--- src/rtl/mem_pkg.sv ---
// Shared types and constants for the load/store front end.
// No logic; sizes, FSM states, the registered-request record and an alignment helper.
// Not applicable (no datapath in this file).
package mem_pkg;

    localparam int BUS_DATA_WIDTH = 32;
    localparam int BUS_BE_WIDTH   = 4;

    localparam logic [1:0] SIZE_B = 2'b00;
    localparam logic [1:0] SIZE_H = 2'b01;
    localparam logic [1:0] SIZE_W = 2'b10;

    typedef enum logic [1:0] {
        IDLE  = 2'd0,
        ISSUE = 2'd1,
        WAIT  = 2'd2,
        RESP  = 2'd3
    } mem_state_e;

    typedef struct packed {
        logic                      write;
        logic [1:0]                size;
        logic                      is_unsigned;
        logic [1:0]                offset;
        logic [BUS_DATA_WIDTH-1:0] wdata;
    } mem_req_t;

    // Size 11 is reported separately as illegal, so it is never "misaligned" here.
    function automatic logic size_misaligned(input logic [1:0] size, input logic [1:0] off);
        return ((size == SIZE_H) && off[0]) || ((size == SIZE_W) && (off != 2'b00));
    endfunction

endpackage

--- src/rtl/mem_lane_align.sv ---
// Byte-lane steering: store byte enables and replication, load extraction and extension.
// Purely combinational, zero latency.
// No handshake; the caller decides when the outputs are used.
module mem_lane_align
    import mem_pkg::*;
(
    input  logic [1:0]                size,
    input  logic [1:0]                offset,
    input  logic                      is_unsigned,
    input  logic [BUS_DATA_WIDTH-1:0] st_dat,
    input  logic [BUS_DATA_WIDTH-1:0] ld_raw_dat,
    output logic [BUS_BE_WIDTH-1:0]   be,
    output logic [BUS_DATA_WIDTH-1:0] st_rep_dat,
    output logic [BUS_DATA_WIDTH-1:0] ld_ext_dat
);

    logic [BUS_DATA_WIDTH-1:0] shifted;

    always_comb begin
        shifted    = ld_raw_dat >> {offset, 3'b000};
        be         = '0;
        st_rep_dat = '0;
        ld_ext_dat = '0;
        case (size)
            SIZE_B: begin
                be         = 4'b0001 << offset;
                st_rep_dat = {4{st_dat[7:0]}};
                ld_ext_dat = {{24{~is_unsigned & shifted[7]}}, shifted[7:0]};
            end
            SIZE_H: begin
                be         = offset[1] ? 4'b1100 : 4'b0011;
                st_rep_dat = {2{st_dat[15:0]}};
                ld_ext_dat = {{16{~is_unsigned & shifted[15]}}, shifted[15:0]};
            end
            SIZE_W: begin
                be         = 4'b1111;
                st_rep_dat = st_dat;
                ld_ext_dat = shifted;
            end
            default: begin
                be         = '0;
                st_rep_dat = '0;
                ld_ext_dat = '0;
            end
        endcase
    end

endmodule

--- src/rtl/mem_access_unit.sv ---
// Load/store front end: checks a core request, drives one decoder bus cycle, returns a response.
// Latency from request handshake: error 1 cycle, store 2, load 2+READ_LATENCY.
// One transaction in flight; req_ready only in IDLE, response held until rsp_ready.
module mem_access_unit
    import mem_pkg::*;
#(
    parameter int ADDR_WIDTH   = 16,
    parameter int READ_LATENCY = 1
) (
    input  logic                      clk,
    input  logic                      rst,
    input  logic                      req_valid,
    output logic                      req_ready,
    input  logic                      req_write,
    input  logic [1:0]                req_size,
    input  logic                      req_unsigned,
    input  logic [31:0]               req_addr,
    input  logic [BUS_DATA_WIDTH-1:0] req_wdata,
    output logic                      rsp_valid,
    input  logic                      rsp_ready,
    output logic [BUS_DATA_WIDTH-1:0] rsp_rdata,
    output logic                      rsp_error,
    output logic                      bus_wen,
    output logic                      bus_ren,
    output logic [ADDR_WIDTH-1:0]     bus_addr,
    output logic [BUS_BE_WIDTH-1:0]   bus_be,
    output logic [BUS_DATA_WIDTH-1:0] bus_wdata,
    input  logic [BUS_DATA_WIDTH-1:0] bus_rdata
);

    localparam logic [1:0] LAT_LAST = 2'(READ_LATENCY - 1);

    mem_state_e                state, state_nxt;
    mem_req_t                  req_q;
    logic [ADDR_WIDTH-3:0]     bus_addr_hi_q;
    logic [BUS_DATA_WIDTH-1:0] rsp_rdata_q;
    logic                      rsp_error_q;
    logic [1:0]                lat_cnt;

    logic                      req_hs;
    logic                      req_err;
    logic                      rd_sample;
    logic [BUS_BE_WIDTH-1:0]   lane_be;
    logic [BUS_DATA_WIDTH-1:0] lane_st_dat;
    logic [BUS_DATA_WIDTH-1:0] lane_ld_dat;

    assign req_hs    = req_valid && (state == IDLE);
    assign req_err   = (req_size == 2'b11)
                     || size_misaligned(req_size, req_addr[1:0])
                     || ((req_addr >> ADDR_WIDTH) != 32'd0);
    assign rd_sample = (state == WAIT) && (lat_cnt == LAT_LAST);

    mem_lane_align u_lane_align (
        .size        (req_q.size),
        .offset      (req_q.offset),
        .is_unsigned (req_q.is_unsigned),
        .st_dat      (req_q.wdata),
        .ld_raw_dat  (bus_rdata),
        .be          (lane_be),
        .st_rep_dat  (lane_st_dat),
        .ld_ext_dat  (lane_ld_dat)
    );

    always_ff @(posedge clk or negedge rst) begin
        if (!rst) begin
            state         <= IDLE;
            req_q         <= '0;
            bus_addr_hi_q <= '0;
            rsp_rdata_q   <= '0;
            rsp_error_q   <= 1'b0;
            lat_cnt       <= '0;
        end else begin
            state <= state_nxt;
            if (req_hs) begin
                req_q.write       <= req_write;
                req_q.size        <= req_size;
                req_q.is_unsigned <= req_unsigned;
                req_q.offset      <= req_addr[1:0];
                req_q.wdata       <= req_wdata;
                rsp_error_q       <= req_err;
                rsp_rdata_q       <= '0;
                // A rejected request never reaches the bus, so the bus address keeps its old value.
                if (!req_err) begin
                    bus_addr_hi_q <= req_addr[ADDR_WIDTH-1:2];
                end
            end
            if (state == ISSUE) begin
                lat_cnt <= '0;
            end else if (state == WAIT) begin
                lat_cnt <= lat_cnt + 2'd1;
            end
            if (rd_sample) begin
                rsp_rdata_q <= lane_ld_dat;
            end
        end
    end

    always_comb begin
        state_nxt = state;
        req_ready = 1'b0;
        rsp_valid = 1'b0;
        bus_wen   = 1'b0;
        bus_ren   = 1'b0;
        bus_be    = '0;
        bus_wdata = '0;
        case (state)
            IDLE: begin
                req_ready = 1'b1;
                if (req_valid) begin
                    state_nxt = req_err ? RESP : ISSUE;
                end
            end
            ISSUE: begin
                bus_wen   = req_q.write;
                bus_ren   = ~req_q.write;
                bus_be    = lane_be;
                bus_wdata = req_q.write ? lane_st_dat : '0;
                state_nxt = req_q.write ? RESP : WAIT;
            end
            WAIT: begin
                if (rd_sample) begin
                    state_nxt = RESP;
                end
            end
            RESP: begin
                rsp_valid = 1'b1;
                if (rsp_ready) begin
                    state_nxt = IDLE;
                end
            end
            default: state_nxt = IDLE;
        endcase
    end

    assign bus_addr  = {bus_addr_hi_q, 2'b00};
    assign rsp_rdata = rsp_rdata_q;
    assign rsp_error = rsp_error_q;

endmodule

--- config.mk ---
export PLATFORM = sky130hd
export DESIGN_NAME = mem_access_unit
export DESIGN_NICKNAME = d
export VERILOG_FILES = /design/src/rtl/mem_pkg.sv /design/src/rtl/mem_lane_align.sv /design/src/rtl/mem_access_unit.sv
export SDC_FILE = /design/constraint.sdc
export NUM_CORES = 1
export LEC_CHECK = 0
export ABC_AREA = 0
export CORE_MARGIN = 4
export CORE_UTILIZATION = 39
export DETAILED_ROUTE_END_ITERATION = 10
export PLACE_DENSITY = 0.74
export SLEW_MARGIN = 20
export SYNTH_ARGS = -nofsm -noshare
export SYNTH_HDL_FRONTEND = slang
export SYNTH_SLANG_ARGS = --single-unit
--- constraint.sdc ---
create_clock -name clk -period 2.2 [get_ports clk]
set_input_delay 0.22 -clock clk [delete_from_list [all_inputs] [get_ports clk]]
set_output_delay 0.22 -clock clk [all_outputs]
set_load 0.03 [all_outputs]
==> parameters.txt, run 1 <==
Parameter                              Value

Placed design
  HPWL reported at the end of detailed placement ... 10420 um
  Number of buffers inserted by port buffering ... 190
  Placed Instances ... 758
  Placer congestion estimate ... 0.7939
  Place WS ... -154.5 ps
  Cell area reported after detailed placement ... 0.006701 mm^2

Layout
  Area Growth Syn to Fin ... 51.65%
  Number of nets at the end of the flow ... 736
  Diodes inserted ... 0
  Non-filler cells in the finished layout ... 775
  FF+latch area ... 0.002227 mm^2
  Multi-input combinational cell area ... 0.002242 mm^2
  Number of filler cells placed in the layout ... 987
  Share of final-layout standard cells stronger than drive strength 1 ... 21.04%
  Post-Layout Inst Area ... 0.007017 mm^2

Logic synthesis
  Part of the Yosys area used for sequential elements ... 48.13%
  Register bit total from synthesis ... 89
  Biggest area contributors in the synthesized netlist ... sky130_fd_sc_hd__dfrtp_1 48%, sky130_fd_sc_hd__mux2_2 15%, sky130_fd_sc_hd__a21oi_1 4.9%, sky130_fd_sc_hd__a221o_1 3.5%, sky130_fd_sc_hd__mux2i_1 3.5%
  Async set-reset flop share out of synthesis ... 100.0%
  Syn Inst Count ... 437
  Portion of netlist area occupied by mux cells ... 18.55%
  Arithmetic-cell share of the synthesized area counting full adders, half adders and majority gates ... 1.352%
  Post-synthesis instance area ... 0.004627 mm^2
  Distinct cell type count of the synthesized netlist ... 39
  Simple-gate area share of the yosys netlist ... 12.20%
  Warnings, synthesis ... 0
  Main synth FF type ... sky130_fd_sc_hd__dfrtp_1
  Post-synth top area cell ... sky130_fd_sc_hd__dfrtp_1
  Commonest cells in the synthesized netlist ... 89 x sky130_fd_sc_hd__dfrtp_1, 60 x sky130_fd_sc_hd__mux2_2, 45 x sky130_fd_sc_hd__a21oi_1, 37 x sky130_fd_sc_hd__nor2_1, 29 x sky130_fd_sc_hd__nand2_1
  Portion of synthesized cell area occupied by the leading cell type ... 48.13%
  Dominant combinational cell family by area after synthesis ... multiplexers
  Number of enable-type register cells in the synthesized netlist ... 0
  Xor/xnor share of the synthesized area ... 0%
  Leading cell type by number of instances after synthesis ... sky130_fd_sc_hd__dfrtp_1
  Compound-cell area share of the yosys netlist ... 15.85%
  Post-Synthesis Mean Instance Area ... 10.59 um^2

GRT
  Global Route Usage Sum ... 20.28%
  Overflow left after global routing ... 0
  Via count of the first global-routing pass ... 4255
  Antenna violations before repair ... 0
  Wire length of the first global-routing pass ... 21420 um
  Pin count of the biggest net entering global routing ... 62

Timing
  Endpoints failing setup ... 0
  Tightest Pin Transition ... 709.5 ps
  Hold WS ... 359.2 ps
  Tcrit/Tclk final ... 93.73%
  Setup TNS Final ... 0 ps
  Setup repair after global routing missed its margin ... no
  Max frequency ... 484.9 MHz
  Count of final hold-check violations ... 0
  Worst slew margin relative to its limit ... 52.58%
  Clock period minus final worst setup slack ... 2062 ps
  Max Transition Viols Final ... 0
  Clock skew after layout ... 5.553 ps
  Crit path setup slack, layout ... 137.9 ps

Drt
  Routed WL per cell ... 18.01 um
  Total wire length after detailed routing ... 13950 um
  Number of antenna-violating nets in the routed design ... 0
  Ratio of routed vias to standard cells ... 5.364
  1st-iter DRT viols ... 298
  DRC violation count after routing ... 0
  Drt pass-1 iters ... 4
  Via count of the routed design ... 4157

Power and ir drop
  Largest voltage drop on the vdd net ... 0.0006954 V
  PD cells ... 1324 mW/mm^2
  Leak ... 3.139 nW

Floorplan
  Die area ... 0.01367 mm^2
  Effective utilization at floorplan ... 40.18%
  Die Span Y ... 116.9 um
  Boundary Pins ... 193
  Number of standard-cell rows in the floorplan ... 39
  Area of the core region ... 0.01152 mm^2
  Horiz. Die Dim ... 116.9 um

CTS
  Worst-skew pair later-pin latency ... 340 ps
  Clock input transition at the sequential cells of the worst setup and hold paths ... 70 ps
  Count of clock tree sinks ... 89
  TritonCTS clock tree ... done
  Clock Tree Root ... sky130_fd_sc_hd__clkbuf_16
  TritonCTS Buffers ... 9
  Bufs on Longest Clock Path ... 2
  CTS H-tree lvls ... 3

Flow run
  Max-Cap Viols ... 0

Critical path
  Required time at the endpoint of the critical path ... 1980 ps
  Setup slack on the worst flop-to-flop path ... 170 ps
  Crit-path max FO ... 31
  Path type of the worst setup path ... flip-flop to primary output
  Worst Setup End Kind ... primary output
  Kind of launch point of the worst setup path ... flip-flop
  Critical path arrival ... 1840 ps

Min path
  Hold WC Path Type ... input port to asynchronous set/reset pin

Run status
  Result of the run ... finished clean
sequential cells by signal, indices dropped and copies added (netlist names):
| signal | cells |
|---|---|
| rsp_rdata | 32 |
| rsp_error | 1 |
| state | 2 |
| lat_cnt | 2 |
| req_q | 38 |
| bus_addr_hi_q | 14 |
metal layers:
layer	routed length [um]	track usage [%]	vias up
met1	5532	24.77	2020
li1	-	-	1959
met5	0	0	-
met3	924	5.296	26
met2	7094	34.51	152
met4	402	7.645	0
timing repair:
action | 4_1_cts | 5_1_grt
endpoints found under the setup margin | 13 | 3
gates resized for setup | 13 | 4
hold buffers | 1 | 0
endpoints found under the hold margin | 28 | 0
buffers inserted | 0 | 0
logic make-up (layout without fill, tap and decap cells):
family,after synthesis,in the layout
buffers and inverters,43,237
DFF,89,89
other,1,2
adders and majority gates,5,5
AOI/OAI and AO/OA,113,113
and+or+nand+nor,109,109
muxes,77,77
critical path, cell delays in order, from the launching register on:
cell and delay [ps]:
sky130_fd_sc_hd__dfrtp_1 390, sky130_fd_sc_hd__buf_4 240, sky130_fd_sc_hd__nor2b_1 290, sky130_fd_sc_hd__a21oi_1 80
sky130_fd_sc_hd__a2bb2oi_1 140, sky130_fd_sc_hd__nor2_1 160, sky130_fd_sc_hd__buf_4 190
power breakdown:
part           leakage, nW  switching [mW]  internal [mW]
logic                 1.85            2.70           2.25
clock network        0.160           0.645          0.997
registers             1.13           0.447           2.25
area by class of cell:
cell class | count | area share [%]
well taps | 143 | 2.550
inverters | 9 | 0.4993
multi-input cells | 306 | 31.95
clock buffers | 9 | 3.210
clock inverters | 7 | 1.320
repair buffers | 212 | 28.73
flip-flops and latches | 89 | 31.74
per-stage QoR:
| step | power [mW] | utilization [%] |
|---|---|---|
| after global routing | 9.887 | 60.93 |
| after CTS | 9.362 | 60.92 |
| after detailed placement | 7.703 | 58.19 |
| final | 9.287 | 60.93 |
| after floorplan | 5.947 | - |
| after global placement | 7.553 | 58.19 |
placed cells by master (no fill, tap or decap), types with 2 or more instances in the layout:
master	instances
sky130_fd_sc_hd__nor2_1	37
sky130_fd_sc_hd__inv_6	2
sky130_fd_sc_hd__ha_1	4
sky130_fd_sc_hd__mux2i_1	16
sky130_fd_sc_hd__a221o_1	16
sky130_fd_sc_hd__clkbuf_16	9
sky130_fd_sc_hd__bufinv_16	2
sky130_fd_sc_hd__nand3b_1	9
sky130_fd_sc_hd__o21ai_0	28
sky130_fd_sc_hd__clkdlybuf4s50_1	150
sky130_fd_sc_hd__a2bb2oi_1	16
sky130_fd_sc_hd__nor2b_1	12
sky130_fd_sc_hd__mux2_2	60
sky130_fd_sc_hd__conb_1	2
sky130_fd_sc_hd__nor4_1	2
sky130_fd_sc_hd__buf_12	2
sky130_fd_sc_hd__a21oi_1	44
sky130_fd_sc_hd__buf_4	45
sky130_fd_sc_hd__and3_1	8
sky130_fd_sc_hd__nand2b_1	2
sky130_fd_sc_hd__inv_1	8
sky130_fd_sc_hd__o31ai_1	3
sky130_fd_sc_hd__dfrtp_1	89
sky130_fd_sc_hd__nand2_1	29
sky130_fd_sc_hd__clkinv_2	4
sky130_fd_sc_hd__dlygate4sd2_1	11
sky130_fd_sc_hd__nor3_1	2
sky130_fd_sc_hd__dlymetal6s2s_1	2
worst paths after layout:
check                                           from                            to  cells after the start
min in group clk                        req_wdata[7]          req_q[7]$_DFFE_PN0P_                      2
min                                              rst     rsp_rdata[11]$_DFFE_PN0P_                      2
max reg2reg                     state[0]$_DFFE_PN0P_  bus_addr_hi_q[1]$_DFFE_PN0P_                      7
max                            req_q[36]$_DFFE_PN0P_                 bus_wdata[15]                      6
max in group asynchronous                        rst     rsp_rdata[24]$_DFFE_PN0P_                      3
min reg2reg                rsp_rdata[14]$_DFFE_PN0P_     rsp_rdata[14]$_DFFE_PN0P_                      2
Power figures use the tool's default switching activity.
==> run 2, diff against run 1 <==
--- a/config.mk
+++ b/config.mk
@@ -9,7 +9,7 @@
 export CORE_MARGIN = 4
 export CORE_UTILIZATION = 39
 export DETAILED_ROUTE_END_ITERATION = 10
-export PLACE_DENSITY = 0.74
+export PLACE_DENSITY_LB_ADDON = 0.2
 export SLEW_MARGIN = 20
 export SYNTH_ARGS = -nofsm -noshare
 export SYNTH_HDL_FRONTEND = slang
==> parameters.txt, run 2 (synthesis gave the netlist of run 1 again) <==
Parameter                              Value

Layout
  Commonest non-fill, non-tap cell in the layout ... sky130_fd_sc_hd__clkdlybuf4s50_1
  Leading cell types in the layout, fill and taps excluded ... 151 x sky130_fd_sc_hd__clkdlybuf4s50_1, 88 x sky130_fd_sc_hd__dfrtp_1, 60 x sky130_fd_sc_hd__mux2_2
  Area Growth Syn to Fin ... 51.95%
  FF+latch area ... 0.002228 mm^2 (about the same)
  Share of final-layout standard cells stronger than drive strength 1 ... 21.02% (-0.025 points)
  Largest reg by FF count ... req_q
  Number of filler cells placed in the layout ... 981 (-0.61%)
  Post-Layout Inst Area ... 0.007030 mm^2 (+0.20%)
  Diodes inserted ... 0 (unchanged)
  Multi-input combinational cell area ... 0.002242 mm^2 (unchanged)
  Flip-flop count of the largest register after layout ... 38 (unchanged)
  Core utilization of the finished layout ... 61.05% (+0.12 points)
  Non-filler cells in the finished layout ... 771 (-0.52%)
  Number of nets at the end of the flow ... 733 (-0.41%)

Floorplan
  Area of the core region ... 0.01152 mm^2 (unchanged)
  Number of standard-cell rows in the floorplan ... 39 (unchanged)
  Effective utilization at floorplan ... 40.18% (unchanged)
  Die Span Y ... 116.9 um (unchanged)
  Die area ... 0.01367 mm^2 (unchanged)
  Horiz. Die Dim ... 116.9 um (unchanged)
  Boundary Pins ... 193 (unchanged)

Flow run
  Max-Cap Viols ... 0 (unchanged)

CTS
  CTS H-tree lvls ... 3 (unchanged)
  Clock input transition at the sequential cells of the worst setup and hold paths ... 70 ps (about the same)
  Count of clock tree sinks ... 89 (unchanged)
  TritonCTS clock tree ... done
  Worst-skew pair later-pin latency ... 330 ps (about the same)
  Bufs on Longest Clock Path ... 2 (unchanged)
  TritonCTS Buffers ... 9 (unchanged)
  Clock Tree Root ... sky130_fd_sc_hd__clkbuf_16
  Post-CTS Setup Bufs ... 0 (unchanged)

Timing
  Hold WS ... 464.4 ps (+105.2 ps)
  Tightest Pin Transition ... 721.9 ps (+12.38 ps)
  Endpoints failing setup ... 0 (unchanged)
  Clock skew after layout ... 8.919 ps (+3.366 ps)
  Count of final hold-check violations ... 0 (unchanged)
  Max frequency ... 477.0 MHz (-1.6%)
  Clock period minus final worst setup slack ... 2096 ps (+34.11 ps)
  Setup TNS Final ... 0 ps (unchanged)
  Tcrit/Tclk final ... 95.28% (+1.6 points)
  Max Transition Viols Final ... 0 (unchanged)
  Crit path setup slack, layout ... 103.7 ps (-34.11 ps)
  Worst slew margin relative to its limit ... 51.75% (-0.83 points)
  Setup repair after global routing missed its margin ... no

Critical path
  Required time at the endpoint of the critical path ... 1980 ps (about the same)
  Max incr delay on CP ... 370 ps (-20 ps)
  Worst Setup End Kind ... primary output
  Crit-path max FO ... 18 (-42%)
  Path type of the worst setup path ... flip-flop to primary output
  Setup slack on the worst flop-to-flop path ... 220 ps (+50 ps)
  Startpoint of the worst register-to-register path ... state[0]$_DFFE_PN0P_
  Critical-path cell list ... buf_4 -> buf_4 -> nor2b_1 -> buf_4 -> a2bb2oi_1 -> nor2_1 -> buf_4
  Kind of launch point of the worst setup path ... flip-flop
  Most Frequent Cell on Critical Path ... sky130_fd_sc_hd__buf_4
  Destination of the worst register-to-register timing path ... bus_addr_hi_q[4]$_DFFE_PN0P_
  Critical-path cell with the highest stage delay ... sky130_fd_sc_hd__dfrtp_1
  Depth of the worst register-to-register path ... 7 (unchanged)
  Critical path arrival ... 1880 ps (+40 ps)

Drt
  DRC violation count after routing ... 0 (unchanged)
  Ratio of routed vias to standard cells ... 5.335 (-0.55%)
  Drt pass-1 iters ... 4 (unchanged)
  Via count of the routed design ... 4113 (-1.1%)
  1st-iter DRT viols ... 214 (-28%)
  Routed WL per cell ... 17.55 um (-2.5%)
  Total wire length after detailed routing ... 13530 um (-3.0%)
  Number of antenna-violating nets in the routed design ... 0 (unchanged)

Power and ir drop
  PD cells ... 1329 mW/mm^2 (+0.42%)
  Total power consumption of the routed design ... 9.344 mW (+0.62%)
  Leak ... 3.117 nW (-0.71%)
  Largest voltage drop on the vdd net ... 0.0006454 V (-7.2%)

Placed design
  Number of buffers inserted by port buffering ... 190 (unchanged)
  Cell area reported after detailed placement ... 0.006684 mm^2 (-0.26%)
  HPWL reported at the end of detailed placement ... 10180 um (-2.2%)
  Place WS ... -137.3 ps (+17.18 ps)
  Placed Instances ... 755 (-0.40%)
  Placer congestion estimate ... 0.8158 (+2.8%)

Min path
  Hold WC Path Type ... input port to asynchronous set/reset pin

GRT
  Pin count of the biggest net entering global routing ... 90 (+45%)
  Global Route Usage Sum ... 19.47% (-0.82 points)
  Antenna violations before repair ... 0 (unchanged)
  Via count of the first global-routing pass ... 4116 (-3.3%)
  Wire length of the first global-routing pass ... 20800 um (-2.9%)
  Overflow left after global routing ... 0 (unchanged)

Run status
  Result of the run ... finished clean
run 2: cell count changes in the layout (fill, tap and decap cells not counted):
cell                              delta
sky130_fd_sc_hd__dfrtp_2             +1
sky130_fd_sc_hd__clkinv_4            +1
sky130_fd_sc_hd__dfrtp_1             -1
sky130_fd_sc_hd__clkinv_2            -2
sky130_fd_sc_hd__dlymetal6s2s_1      -1
sky130_fd_sc_hd__clkbuf_8            +1
sky130_fd_sc_hd__clkdlybuf4s50_1     +1
sky130_fd_sc_hd__bufinv_16           +1
sky130_fd_sc_hd__buf_12              +1
sky130_fd_sc_hd__clkbuf_2            -1
sky130_fd_sc_hd__buf_4               -1
sky130_fd_sc_hd__inv_6               -2
sky130_fd_sc_hd__dlygate4sd2_1       -2
run 2: per-layer routing:
| metal | global-route usage, % | part of all wire, % | vias to the layer above |
|---|---|---|---|
| li1 | - | - | 1951 |
| met1 | 26.25 | 43 | 1995 |
| met2 | 31.21 | 48 | 148 |
| met3 | 4.576 | 6.8 | 19 |
| met4 | 6.193 | 2.1 | 0 |
| met5 | 0 | 0 | - |
run 2: cell type report:
type	instances	area share, %
Sequential cell	89	31.70
Multi-Input combinational cell	306	31.89
Timing Repair Buffer	209	28.49
Clock inverter	5	1.477
Clock buffer	10	3.399
Tap cell	143	2.545
Inverter	9	0.4983
run 2: worst max-delay path, delay by kind of cell (launching register included):
| family | cells | cell delay, ps |
|---|---|---|
| compound gates | 1 | 90 |
| buf+inv | 4 | 810 |
| flops | 1 | 370 |
| simple gates | 2 | 270 |
run 2: worst max-delay path by stage:
stage | startpoint | end | slack [ps]
after floorplan | state[0]$_DFFE_PN0P_ | bus_addr_hi_q[10]$_DFFE_PN0P_ | 60
after global placement | req_addr[20] | bus_addr_hi_q[2]$_DFFE_PN0P_ | -110
after detailed placement | req_addr[20] | bus_addr_hi_q[4]$_DFFE_PN0P_ | -140
after CTS | state[1]$_DFFE_PN0P_ | bus_wen | 5
after global routing | req_q[36]$_DFFE_PN0P_ | bus_wdata[15] | 5
final | req_q[36]$_DFFE_PN0P_ | bus_wdata[15] | 100
run 2: where the power goes:
part	leakage, nW	internal, mW	switching (mW)	total, mW
sequential	1.13	2.25	0.438	2.69
combinational	1.82	2.24	2.67	4.90
clock	0.169	1.13	0.614	1.75
run 2: what timing repair did:
| action | in CTS | in global routing |
|---|---|---|
| resized for setup | 10 | 2 |
| endpoints found under the setup margin | 10 | 9 |
| endpoints found under the hold margin | 89 | 0 |
| hold buffers | 1 | 0 |
==> run 3, diff against run 2 <==
--- a/config.mk
+++ b/config.mk
@@ -9,7 +9,7 @@
 export CORE_MARGIN = 4
 export CORE_UTILIZATION = 39
 export DETAILED_ROUTE_END_ITERATION = 10
-export PLACE_DENSITY_LB_ADDON = 0.2
+export PLACE_DENSITY = 0.78
 export SLEW_MARGIN = 20
 export SYNTH_ARGS = -nofsm -noshare
 export SYNTH_HDL_FRONTEND = slang
==> parameters.txt, run 3 (synthesis gave the netlist of run 1 again) <==
Parameter                              Value

Critical path
  Required time at the endpoint of the critical path ... 2430 ps (+450 ps)
  Crit path buffers/inverters ... 3 (-1)
  Worst Setup End Kind ... flip-flop
  Kind of launch point of the worst setup path ... flip-flop
  Path type of the worst setup path ... flip-flop to flip-flop
  Top delay family on crit path ... simple AND/OR/NAND/NOR gates
  Startpoint of the worst register-to-register path ... state[0]$_DFFE_PN0P_
  Max incr delay on CP ... 430 ps (+60 ps)
  Depth of the worst register-to-register path ... 7 (unchanged)
  Most Frequent Cell on Critical Path ... sky130_fd_sc_hd__inv_1
  Critical path arrival ... 2350 ps (+470 ps)
  Crit-path max FO ... 8 (-10)
  Destination of the worst register-to-register timing path ... bus_addr_hi_q[1]$_DFFE_PN0P_
  Setup slack on the worst flop-to-flop path ... 80 ps (-140 ps)
  Critical-path cell with the highest stage delay ... sky130_fd_sc_hd__dfrtp_1
  Critical-path cell list ... inv_1 -> ha_4 -> inv_1 -> or3_4 -> nor4_4 -> buf_4 -> mux2_2

Power and ir drop
  Portion of total power attributed to the clock network ... 17.0% (-1.7 points)
  Reg power frac ... 29.4% (+0.6 points)
  Net switching power ... 3.762 mW (+1.1%)
  Largest voltage drop on the vdd net ... 0.0007786 V (+21%)
  PD cells ... 1313 mW/mm^2 (-1.2%)
  Leak ... 3.103 nW (-0.46%)
  Combinational fraction of design power ... 53.6% (+1.1 points)
  Switching fraction of total power ... 40.87% (+1.1 points)
  Internal power contribution ... 5.442 mW (-3.2%)

Drt
  Via count of the routed design ... 4173 (+1.5%)
  1st-iter DRT viols ... 375 (+75%)
  Number of antenna-violating nets in the routed design ... 0 (unchanged)
  Drt pass-1 iters ... 4 (unchanged)
  Total wire length after detailed routing ... 14040 um (+3.8%)
  Routed WL per cell ... 18.14 um (+3.4%)
  DRC violation count after routing ... 0 (unchanged)
  Ratio of routed vias to standard cells ... 5.391 (+1.1%)

Layout
  Non-filler cells in the finished layout ... 774 (+0.39%)
  Post-Layout Inst Area ... 0.007008 mm^2 (-0.32%)
  Area Growth Syn to Fin ... 51.46%
  Leading cell types in the layout, fill and taps excluded ... 151 x sky130_fd_sc_hd__clkdlybuf4s50_1, 89 x sky130_fd_sc_hd__dfrtp_1, 60 x sky130_fd_sc_hd__mux2_2
  Number of filler cells placed in the layout ... 952 (-3.0%)
  Flip-flop count of the largest register after layout ... 38 (unchanged)
  Commonest non-fill, non-tap cell in the layout ... sky130_fd_sc_hd__clkdlybuf4s50_1
  Largest reg by FF count ... req_q
  Number of nets at the end of the flow ... 734 (+0.14%)
  Share of final-layout standard cells stronger than drive strength 1 ... 21.43% (+0.41 points)

CTS
  Clock input transition at the sequential cells of the worst setup and hold paths ... 60 ps (about the same)
  Count of clock tree sinks ... 89 (unchanged)
  CTS H-tree lvls ... 3 (unchanged)
  TritonCTS Buffers ... 9 (unchanged)
  Worst-skew pair later-pin latency ... 340 ps (about the same)
  TritonCTS clock tree ... done
  Clock Tree Root ... sky130_fd_sc_hd__clkbuf_16
  Bufs on Longest Clock Path ... 2 (unchanged)

GRT
  Antenna violations before repair ... 0 (unchanged)
  Global Route Usage Sum ... 20.77% (+1.3 points)
  Via count of the first global-routing pass ... 4346 (+5.6%)
  Overflow left after global routing ... 0 (unchanged)
  Wire length of the first global-routing pass ... 22050 um (+6.0%)
  Pin count of the biggest net entering global routing ... 52 (-42%)

Run status
  Result of the run ... finished clean

Floorplan
  Effective utilization at floorplan ... 40.18% (unchanged)
  Area of the core region ... 0.01152 mm^2 (unchanged)
  Boundary Pins ... 193 (unchanged)
  Horiz. Die Dim ... 116.9 um (unchanged)
  Die area ... 0.01367 mm^2 (unchanged)
  Number of standard-cell rows in the floorplan ... 39 (unchanged)
  Die Span Y ... 116.9 um (unchanged)

Flow run
  Max-Cap Viols ... 0 (unchanged)

Timing
  Crit path setup slack, layout ... 76.57 ps (-27.17 ps)
  Tightest Pin Transition ... 681.8 ps (-40.09 ps)
  Max Transition Viols Final ... 0 (unchanged)
  Count of final hold-check violations ... 0 (unchanged)
  Worst slew margin relative to its limit ... 54.55% (+2.8 points)
  Setup TNS Final ... 0 ps (unchanged)
  Clock period minus final worst setup slack ... 2123 ps (+27.17 ps)
  Endpoints failing setup ... 0 (unchanged)
  Max frequency ... 470.9 MHz (-1.3%)
  Clock skew after layout ... 7.489 ps (-1.429 ps)
  Setup repair after global routing missed its margin ... no
  Tcrit/Tclk final ... 96.52% (+1.2 points)

Placed design
  Place WS ... -129.7 ps (+7.555 ps)
  Placer congestion estimate ... 0.8196 (+0.47%)
  HPWL reported at the end of detailed placement ... 10590 um (+4.0%)
  Cell area reported after detailed placement ... 0.006684 mm^2 (unchanged)
  Placed Instances ... 755 (unchanged)
  Number of buffers inserted by port buffering ... 190 (unchanged)

Min path
  Hold WC Path Type ... input port to asynchronous set/reset pin
-- run 3: cell types whose count changed in the layout (fill, tap and decap cells not counted), moves of 2 or more --
| cell | before | now |
|---|---|---|
| sky130_fd_sc_hd__bufinv_16 | 3 | 1 |
| sky130_fd_sc_hd__clkinvlp_4 | 0 | 2 |
| sky130_fd_sc_hd__nor2b_1 | 12 | 10 |
| sky130_fd_sc_hd__nor2b_2 | 0 | 2 |
-- run 3: final cells by class --
| type | count | area, um^2 | area share, % |
|---|---|---|---|
| antenna | 1 | 2.502 | 0.03571 |
| clock buffer | 10 | 239.0 | 3.410 |
| clock inverter | 6 | 67.56 | 0.9641 |
| inverter | 9 | 35.03 | 0.4999 |
| multi-input combinational | 306 | 2247 | 32.07 |
| sequential | 89 | 2227 | 31.78 |
| tap | 143 | 178.9 | 2.553 |
| timing repair buffer | 210 | 2011 | 28.69 |
-- run 3: worst max-delay path by stage --
stage / start / endpoint / slack [ps] / depth (start not counted)
3_3_place_gp: req_addr[20] / bus_addr_hi_q[1]$_DFFE_PN0P_ / -110 / 6
4_1_cts: state[1]$_DFFE_PN0P_ / bus_wen / 0.7 / 5
6_report: state[0]$_DFFE_PN0P_ / bus_addr_hi_q[1]$_DFFE_PN0P_ / 80 / 7
2_1_floorplan: state[0]$_DFFE_PN0P_ / bus_addr_hi_q[10]$_DFFE_PN0P_ / 60 / 7
5_1_grt: state[0]$_DFFE_PN0P_ / bus_addr_hi_q[12]$_DFFE_PN0P_ / 10 / 7
3_5_place_dp: req_addr[20] / bus_addr_hi_q[3]$_DFFE_PN0P_ / -130 / 6
-- run 3: stage by stage --
step | utilization, % | power (mW) | hold slack, ps
after global placement | 58.04 | 7.513 | 293.5
final | 60.85 | 9.203 | 466.5
after detailed placement | 58.04 | 7.656 | 308.4
after CTS | 60.70 | 9.246 | 470.9
after global routing | 60.83 | 9.822 | 473.7
after floorplan | - | 5.947 | -75.59
-- run 3: what timing repair did --
action	4_1_cts	5_1_grt
endpoints found under the setup margin	10	20
cloned	0	0
setup buffers	0	1
gates resized for setup	10	3
hold buffers	1	0
hold endpoints to repair	50	0
-- run 3: routing by layer --
| layer | up-vias | global-route usage [%] | wire, um |
|---|---|---|---|
| met4 | 0 | 5.275 | 172 |
| met3 | 16 | 6.221 | 937 |
| met1 | 2050 | 25.88 | 5776 |
| met5 | - | 0 | 0 |
| met2 | 156 | 35.38 | 7156 |
| li1 | 1951 | - | - |
-- run 3: power by group through the flow --
stage | logic [mW] | registers (mW) | clock network, mW
2_1_floorplan | 2.97 | 2.98 | 0
3_3_place_gp | 4.81 | 2.70 | 0
3_5_place_dp | 4.92 | 2.74 | 0
4_1_cts | 4.93 | 2.71 | 1.61
5_1_grt | 5.36 | 2.79 | 1.68
6_report | 4.93 | 2.71 | 1.56
